File: src/rtl/tl_a_burst_arbiter.sv
// Round-robin grant logic for an M-to-1 TileLink A channel. The arbiter picks one
// master per message and holds that grant for every beat of a multi-beat message.
// Grant is combinational from registered state (zero-cycle latency when idle).
module tl_a_burst_arbiter #(
   parameter int M        = 2,
   parameter int TL_DW    = 32,
   parameter int TL_SZ    = 4,
   parameter int MAX_SIZE = 12
) (
   input  logic                   tilelink_clock_i,
   input  logic                   tilelink_reset_ni,
   input  logic [M-1:0]           req_valid,
   input  logic [3*M-1:0]         req_opcode,
   input  logic [TL_SZ*M-1:0]     req_size,
   input  logic                   beat_ready,
   output logic [M-1:0]           grant,
   output logic [$clog2(M)-1:0]   grant_idx,
   output logic                   grant_valid,
   output logic                   arb_fire,
   output logic                   locked,
   output logic                   size_err
);

   localparam int IW = $clog2(M);
   // lg2 of the bus width in bytes: sizes at or below this fit in one beat
   localparam int LG = $clog2(TL_DW / 8);
   // wide enough to hold the largest beat count minus one
   localparam int BW = MAX_SIZE - LG + 1;

   localparam logic ST_IDLE  = 1'b0;
   localparam logic ST_BURST = 1'b1;

   logic          st_q, st_d;
   logic [IW-1:0] lock_idx_q, lock_idx_d;
   logic [BW-1:0] beats_left_q, beats_left_d;
   logic [IW-1:0] rr_ptr_q, rr_ptr_d;

   logic          win_found;
   logic [IW-1:0] win_idx;
   logic [IW-1:0] cand_sel;
   int            cand;

   logic [2:0]       head_op;
   logic [TL_SZ-1:0] head_sz;
   logic             size_over;
   logic [BW-1:0]    beats_m1;
   logic             in_burst;

   assign in_burst = (st_q == ST_BURST);

   // Round-robin scan starting just after the last master served
   always_comb begin
      win_found = 1'b0;
      win_idx   = '0;
      cand      = 0;
      cand_sel  = '0;
      for (int i = 1; i <= M; i++) begin
         cand = int'(rr_ptr_q) + i;
         if (cand >= M) cand = cand - M;
         cand_sel = IW'(cand);
         if (!win_found && req_valid[cand_sel]) begin
            win_found = 1'b1;
            win_idx   = cand_sel;
         end
      end
   end

   // Select the winner's head-beat opcode and size
   always_comb begin
      head_op = '0;
      head_sz = '0;
      for (int n = 0; n < M; n++) begin
         if (win_idx == IW'(n)) begin
            head_op = req_opcode[3*n +: 3];
            head_sz = req_size[TL_SZ*n +: TL_SZ];
         end
      end
   end

   // Beat count (minus one) of the winning message; oversize messages count as one beat
   always_comb begin
      size_over = (int'(head_sz) > MAX_SIZE);
      beats_m1  = '0;
      if ((head_op <= 3'd3) && !size_over && (int'(head_sz) > LG))
         beats_m1 = BW'((1 << (int'(head_sz) - LG)) - 1);
   end

   // Grant outputs: the locked master during a burst, otherwise the scan winner
   always_comb begin
      grant_idx   = '0;
      grant       = '0;
      grant_valid = 1'b0;
      if (in_burst) begin
         grant_idx   = lock_idx_q;
         grant       = M'(1) << lock_idx_q;
         grant_valid = req_valid[lock_idx_q];
      end else if (win_found) begin
         grant_idx   = win_idx;
         grant       = M'(1) << win_idx;
         grant_valid = 1'b1;
      end
      arb_fire = grant_valid & beat_ready;
      locked   = in_burst;
      size_err = arb_fire & ~in_burst & size_over;
   end

   // Next-state: open a burst on a multi-beat first beat, count beats down while locked
   always_comb begin
      st_d         = st_q;
      lock_idx_d   = lock_idx_q;
      beats_left_d = beats_left_q;
      rr_ptr_d     = rr_ptr_q;
      if (arb_fire) begin
         if (!in_burst) begin
            if (beats_m1 != '0) begin
               st_d         = ST_BURST;
               lock_idx_d   = win_idx;
               beats_left_d = beats_m1;
            end else begin
               rr_ptr_d = win_idx;
            end
         end else begin
            // beats_left is >= 1 whenever we are locked, so this cannot underflow
            beats_left_d = beats_left_q - BW'(1);
            if (beats_left_q == BW'(1)) begin
               st_d     = ST_IDLE;
               rr_ptr_d = lock_idx_q;
            end
         end
      end
   end

   // State registers; reset leaves master 0 with first priority
   always_ff @(posedge tilelink_clock_i or negedge tilelink_reset_ni) begin
      if (!tilelink_reset_ni) begin
         st_q         <= ST_IDLE;
         lock_idx_q   <= '0;
         beats_left_q <= '0;
         rr_ptr_q     <= IW'(M - 1);
      end else begin
         st_q         <= st_d;
         lock_idx_q   <= lock_idx_d;
         beats_left_q <= beats_left_d;
         rr_ptr_q     <= rr_ptr_d;
      end
   end

endmodule

File: config.mk
export PLATFORM = sky130hd
export DESIGN_NAME = tl_a_burst_arbiter
export DESIGN_NICKNAME = d
export VERILOG_FILES = /design/src/rtl/tl_a_burst_arbiter.sv
export SDC_FILE = /design/constraint.sdc
export NUM_CORES = 1
export LEC_CHECK = 0
export CORE_UTILIZATION = 35
export CTS_CLUSTER_DIAMETER = 100
export DETAILED_ROUTE_END_ITERATION = 10
export PLACE_DENSITY = 0.6
export REMOVE_ABC_BUFFERS = 1
export SLEW_MARGIN = 20
export SYNTH_ARGS = -nofsm -noshare
export SYNTH_HDL_FRONTEND = slang
export SYNTH_SLANG_ARGS = --single-unit
export TNS_END_PERCENT = 20
File: constraint.sdc
create_clock -name tilelink_clock_i -period 3.2 [get_ports tilelink_clock_i]
set_input_delay 0.64 -clock tilelink_clock_i [delete_from_list [all_inputs] [get_ports tilelink_clock_i]]
set_output_delay 0.64 -clock tilelink_clock_i [all_outputs]
set_load 0.05 [all_outputs]
# Word-level counts from Yosys, hierarchy flattened
# Cells that the tools add are included.
# word_totals
inputBits	19
wordCells	68
reg_bits	14
out_inout_bits	7
# op_classes
mux	29
shift	3
n_reduce_logical	10
addsub	7
magnitude_cmp	8
n_bitwise	4
n_eq_ne	3
# ops
op	count
2-to-1 mux 11 bit	3
left shift 1 x 32 -> 11 bit, first input constant	1
2-to-1 mux 1 bit	22
equality test 11 x 1 -> 1 bit, second input constant	1
nonzero test 11 bit	1
subtractor 11 x 1 -> 11 bit, second input constant	1
subtractor 11 x 2 -> 11 bit, second input constant	1
< comparator 1 x 2 -> 1 bit, second input constant	3
AND reduction 3 bit	2
subtractor 4 x 2 -> 5 bit, second input constant	1
> comparator 4 x 2 -> 1 bit, second input constant	1
> comparator 4 bit, second input constant	1
2-to-1 mux 2 bit	2
2-to-1 mux 4 bit	1
left shift 1 x 1 -> 2 bit, first input constant	2
adder 1 x 2 -> 3 bit, second input constant	1
AND 1 bit	3
>= comparator 3 x 2 -> 1 bit, second input constant	1
<= comparator 3 x 2 -> 1 bit, second input constant	1
logical AND 1 bit	3
2-to-1 mux 3 bit	1
adder 1 x 1 -> 2 bit, second input constant	1
>= comparator 2 bit, second input constant	1
zero test 1 bit	2
other kinds (6)	7

# Longest topological paths before layout
# logic_depth
word_depth	18
depth_mapped	15
depth_no_buf	14

# Worst setup path after synthesis
# OpenSTA, ideal clock, no wires.
# synth_timing
path_type	input to register
start	input req_valid[1]
end	register rr_ptr_q
setup_ps	82
t_arrival_ps	3708
path_buffers	1
t_required_ps	3118
setup_slack_ps	-591
cell_stages	14
cell_sequence	a21boi_2 mux2_2 inv_1 ha_1 ha_1 clkbuf_1 nand2b_1 or3_2 ha_1 nor2b_1 nand4_2 a21oi_4 o21ai_2 mux2_4
# synth_between
elab_chain_len	15
word_cells_on_any_way	32
classes_between	add/sub (2); order compare (3); eq/ne (1); shift (1); mux (17); bitwise (1); reduce/logical (7)
# synth_rtl
item	line	rtl
start: declaration	12	input logic [M-1:0] req_valid,
parallel branches: the longest is 15 deep, another holds subtractor 11 x 2 -> 11 bit	--	
end signal: assignment	139	rr_ptr_q <= IW'(M - 1);
end signal: assignment	144	rr_ptr_q <= rr_ptr_d;
end: declaration	36	logic [IW-1:0] rr_ptr_q, rr_ptr_d;
# Several ways; the timed one is not identified. The select of a mux whose other input is x is not followed.
# A chain may end at the register's enable or synchronous reset.

# Worst setup path in the final report
# layout_timing
start	input req_valid[0]
end	register beats_left_q[4]
# layout_between
elab_chain_len	15
word_cells_on_any_way	32
classes_between	add/sub (2); order compare (3); shift (1); mux (17); bitwise (1); reduce/logical (8)
# layout_rtl
item	line	rtl
parallel branches: the longest is 15 deep, another holds subtractor 11 x 2 -> 11 bit	--	
end signal: assignment	143	beats_left_q <= beats_left_d;
end: declaration	35	logic [BW-1:0] beats_left_q, beats_left_d;
# Several ways; the timed one is not identified. The select of a mux whose other input is x is not followed.

==> results.cfg <==
[power_and_ir_drop]
finalPower_uw = 1440
p_switching_uw = 659
combPwrFrac_pct = 64.1
intPower_uw = 783
leakage_uw = 0.000918
seqPwrFrac_pct = 23.6
powerDensity_nw_per_um2 = 656
switching_share_pct = 45.7
peakVddDrop_mv = 0.328
p_clk_share_pct = 12.3

[floorplan]
die_h_um = 66.3
die-area_um2 = 4390
num_rows = 22
core-area_um2 = 3800
start_util_pct = 38.0
fp.dieW_um = 66.3
io_pins = 26

[synthesis]
synth-seq-cells = 14
avgSynthCellArea_um2 = 8.31
syn_area_um2 = 1450
synth-edff-count = 0
synth_async_sr_flop_share_pct = 100
synth_ff_type = dfrtp_1
ys_warn_count = 0
synth-seq-area-share_pct = 24.3
syn_inst = 174
yosysUniqueCellTypes = 53

[final_layout]
final_common_cell = buf_4
regArea_um2 = 352
final_nets = 256
final_cell_mix = 33 x buf_4, 17 x o21ai_0, 15 x nor2_1, 13 x dfrtp_1, 11 x nand2_1
fill_cells = 314
multi_input_area_um2 = 1170
area_delta_synth_final_pct = 52.1
drive_gt1_share_pct = 39.2
design_area_um2 = 2200
diodes = 0
stdcell_count = 275

[grt]
antenna_found_initial = 0
gr-usage-all-layers_pct = 22.1
grt_max_degree = 18
grt_pass1_vias = 1585
grt_pass1_wl_um = 7410
overflow = 0

[clock_network]
cts_made_buffers = 3
htree_levels = 1
tritoncts = built
clk_latency_ns = 0.25
clock_path_buffers = 2
postCtsHoldBufs = 0
clk_pin_slew_ns = 0.06
clkSinkCount = 14
cts_root_buffer = clkbuf_8

[route]
ant_nets = 0
vias_per_cell = 5.65
via_count = 1555
first_pass_iters = 4
drt_iter0_drc = 102
wirelength_um = 4410
wl_per_cell_um = 16.0
drc = 0

[worst_setup_path]
ff2ff_path_depth = 14
cp_max_fo = 4
max_stage_delay_ns = 0.38
cp.required_ns = 3.33
endpoint_kind = register
r2r_setup_slack_ns = 0.14
crit_type = in2reg
r2r_start = rr_ptr_q
cpMaxStageDelayCell = or3_4
arrival_ns = 3.27
crit_path_frequent_cell = ha_4
startpoint_type = primary input
r2r-end = beats_left_q[4]
crit_chain = buf_8 -> a21boi_4 -> mux2_4 -> inv_4 -> ha_4 -> ha_4 -> nand2b_4 -> or3_4 -> ha_4 -> nor2b_4 -> nand4_4 -> buf_6 -> a32o_1 -> a21oi_2 -> a211oi_2

[sta]
drv_slew = 0
fin_worst_skew_ns = 0.00217
tightestPinTransition_ns = 0.681
setup_viol_count_final = 0
finalSetupTns_ns = 0
fmax_mhz = 319
fin_crit_ns = 3.14
rsz0062_at_grt = true
relSlewSlack_pct = 54.5
fin_ws_ns = 0.0637
hold_viol = 0
period_share_pct = 98.0

[place]
dpl.cell_count = 267
post-place-ws_ns = -0.845
place_congestion = 0.862
port_buffers = 21
placed_area_um2 = 1940
place_hpwl_um = 3200

[worst_hold_path]
hold_path_depth = 1
hold_class = reg2reg
worstHoldStart = beats_left_q[9]
hold_end = beats_left_q[9]

[run_status]
status = finished clean

[run]
cap_violations = 0
==> kinds of logic (layout without fill, tap and decap cells) <==
logic type	after synthesis	in the layout	share of synthesized area (%)
adder cells (fa/ha/maj)	9	9	7.79
AND/OR/NAND/NOR	67	67	26.7
AO/OA/AOI/OAI	53	53	25.3
XOR/XNOR	4	4	2.42
multiplexers	11	11	8.48
flip-flops	14	14	24.3
buffers and inverters	16	69	5.02
==> timing repair <==
item,CTS,global route
pin swaps,11,10
resized for setup,32,16
buffers inserted,4,0
endpoints found under the setup margin,15,15
==> registers in the layout, indices dropped and copies added, names as in the netlist <==
signal / cells
beats_left_q: 11
lock_idx_q: 1
locked: 1
rr_ptr_q: 1
==> worst max-delay path, delay by kind of cell <==
kind / cells / cell delay (ns)
AND/OR/NAND/NOR: 4 / 0.71
adder cells (fa/ha/maj): 3 / 0.69
AO/OA/AOI/OAI: 4 / 0.66
buffers and inverters: 3 / 0.31
multiplexers: 1 / 0.25
==> cell usage after synthesis, types with 2 or more instances <==
cell	number	share of area, %
mux2i_1	4	2.8
a211oi_1	2	1.0
mux2_2	6	4.7
nor4_1	2	0.87
and3_1	2	0.87
nor3_1	5	1.7
a31oi_1	3	1.3
o31ai_1	3	1.6
dfrtp_1	13	23
nor2_1	16	4.2
a32oi_1	4	2.4
nand2_1	11	2.9
nor2b_1	7	3.0
a21oi_1	9	3.1
or3b_2	2	1.2
inv_1	10	2.6
xnor2_1	4	2.4
ha_1	9	7.8
nand2b_1	4	1.7
nand3b_1	2	1.0
nand2_2	2	0.87
nor4_2	2	1.7
clkbuf_1	3	0.78
o21ai_0	17	5.9
nand3_1	4	1.4
==> layer usage <==
metal | track usage [%] | vias up | routed length, µm
li1 | - | 749 | -
met1 | 28.8 | 759 | 2010
met2 | 38.5 | 42 | 2220
met3 | 3.79 | 5 | 154
met4 | 3.19 | 0 | 31
met5 | 0 | - | 0
==> stage by stage <==
| step | utilization (%) | hold WS [ns] |
|---|---|---|
| 2_1_floorplan | - | 0.344 |
| 3_3_place_gp | 51.2 | 0.533 |
| 3_5_place_dp | 51.2 | 0.526 |
| 4_1_cts | 56.9 | 0.539 |
| 5_1_grt | 57.9 | 0.573 |
| 6_report | 57.9 | 0.540 |
==> area by class of cell <==
class	count	share of cell area [%]
inverter	10	1.94
timing repair buffer	55	23.6
tap	48	2.73
clock buffer	4	2.50
sequential	14	16.0
multi-input combinational	144	53.2
==> worst max-delay path by stage <==
stage,from,end,depth (start not counted)
floorplan,req_valid[1],rr_ptr_q,13
global placement,req_valid[1],lock_idx_q,14
detailed placement,req_valid[1],rr_ptr_q,12
CTS,req_valid[1],rr_ptr_q,14
global route,req_valid[0],rr_ptr_q,14
finish,req_valid[0],beats_left_q[4],15
==> power groups by stage <==
| stage | Sequential, µW | Combinational, µW | Clock, µW |
|---|---|---|---|
| 6_report | 340 | 925 | 177 |
| 5_1_grt | 351 | 1000 | 188 |
| 4_1_cts | 335 | 900 | 179 |
| 3_5_place_dp | 335 | 829 | 0 |
| 3_3_place_gp | 332 | 822 | 0 |
| 2_1_floorplan | 326 | 512 | 0 |
Note: power is estimated with default switching activity, not from simulation.
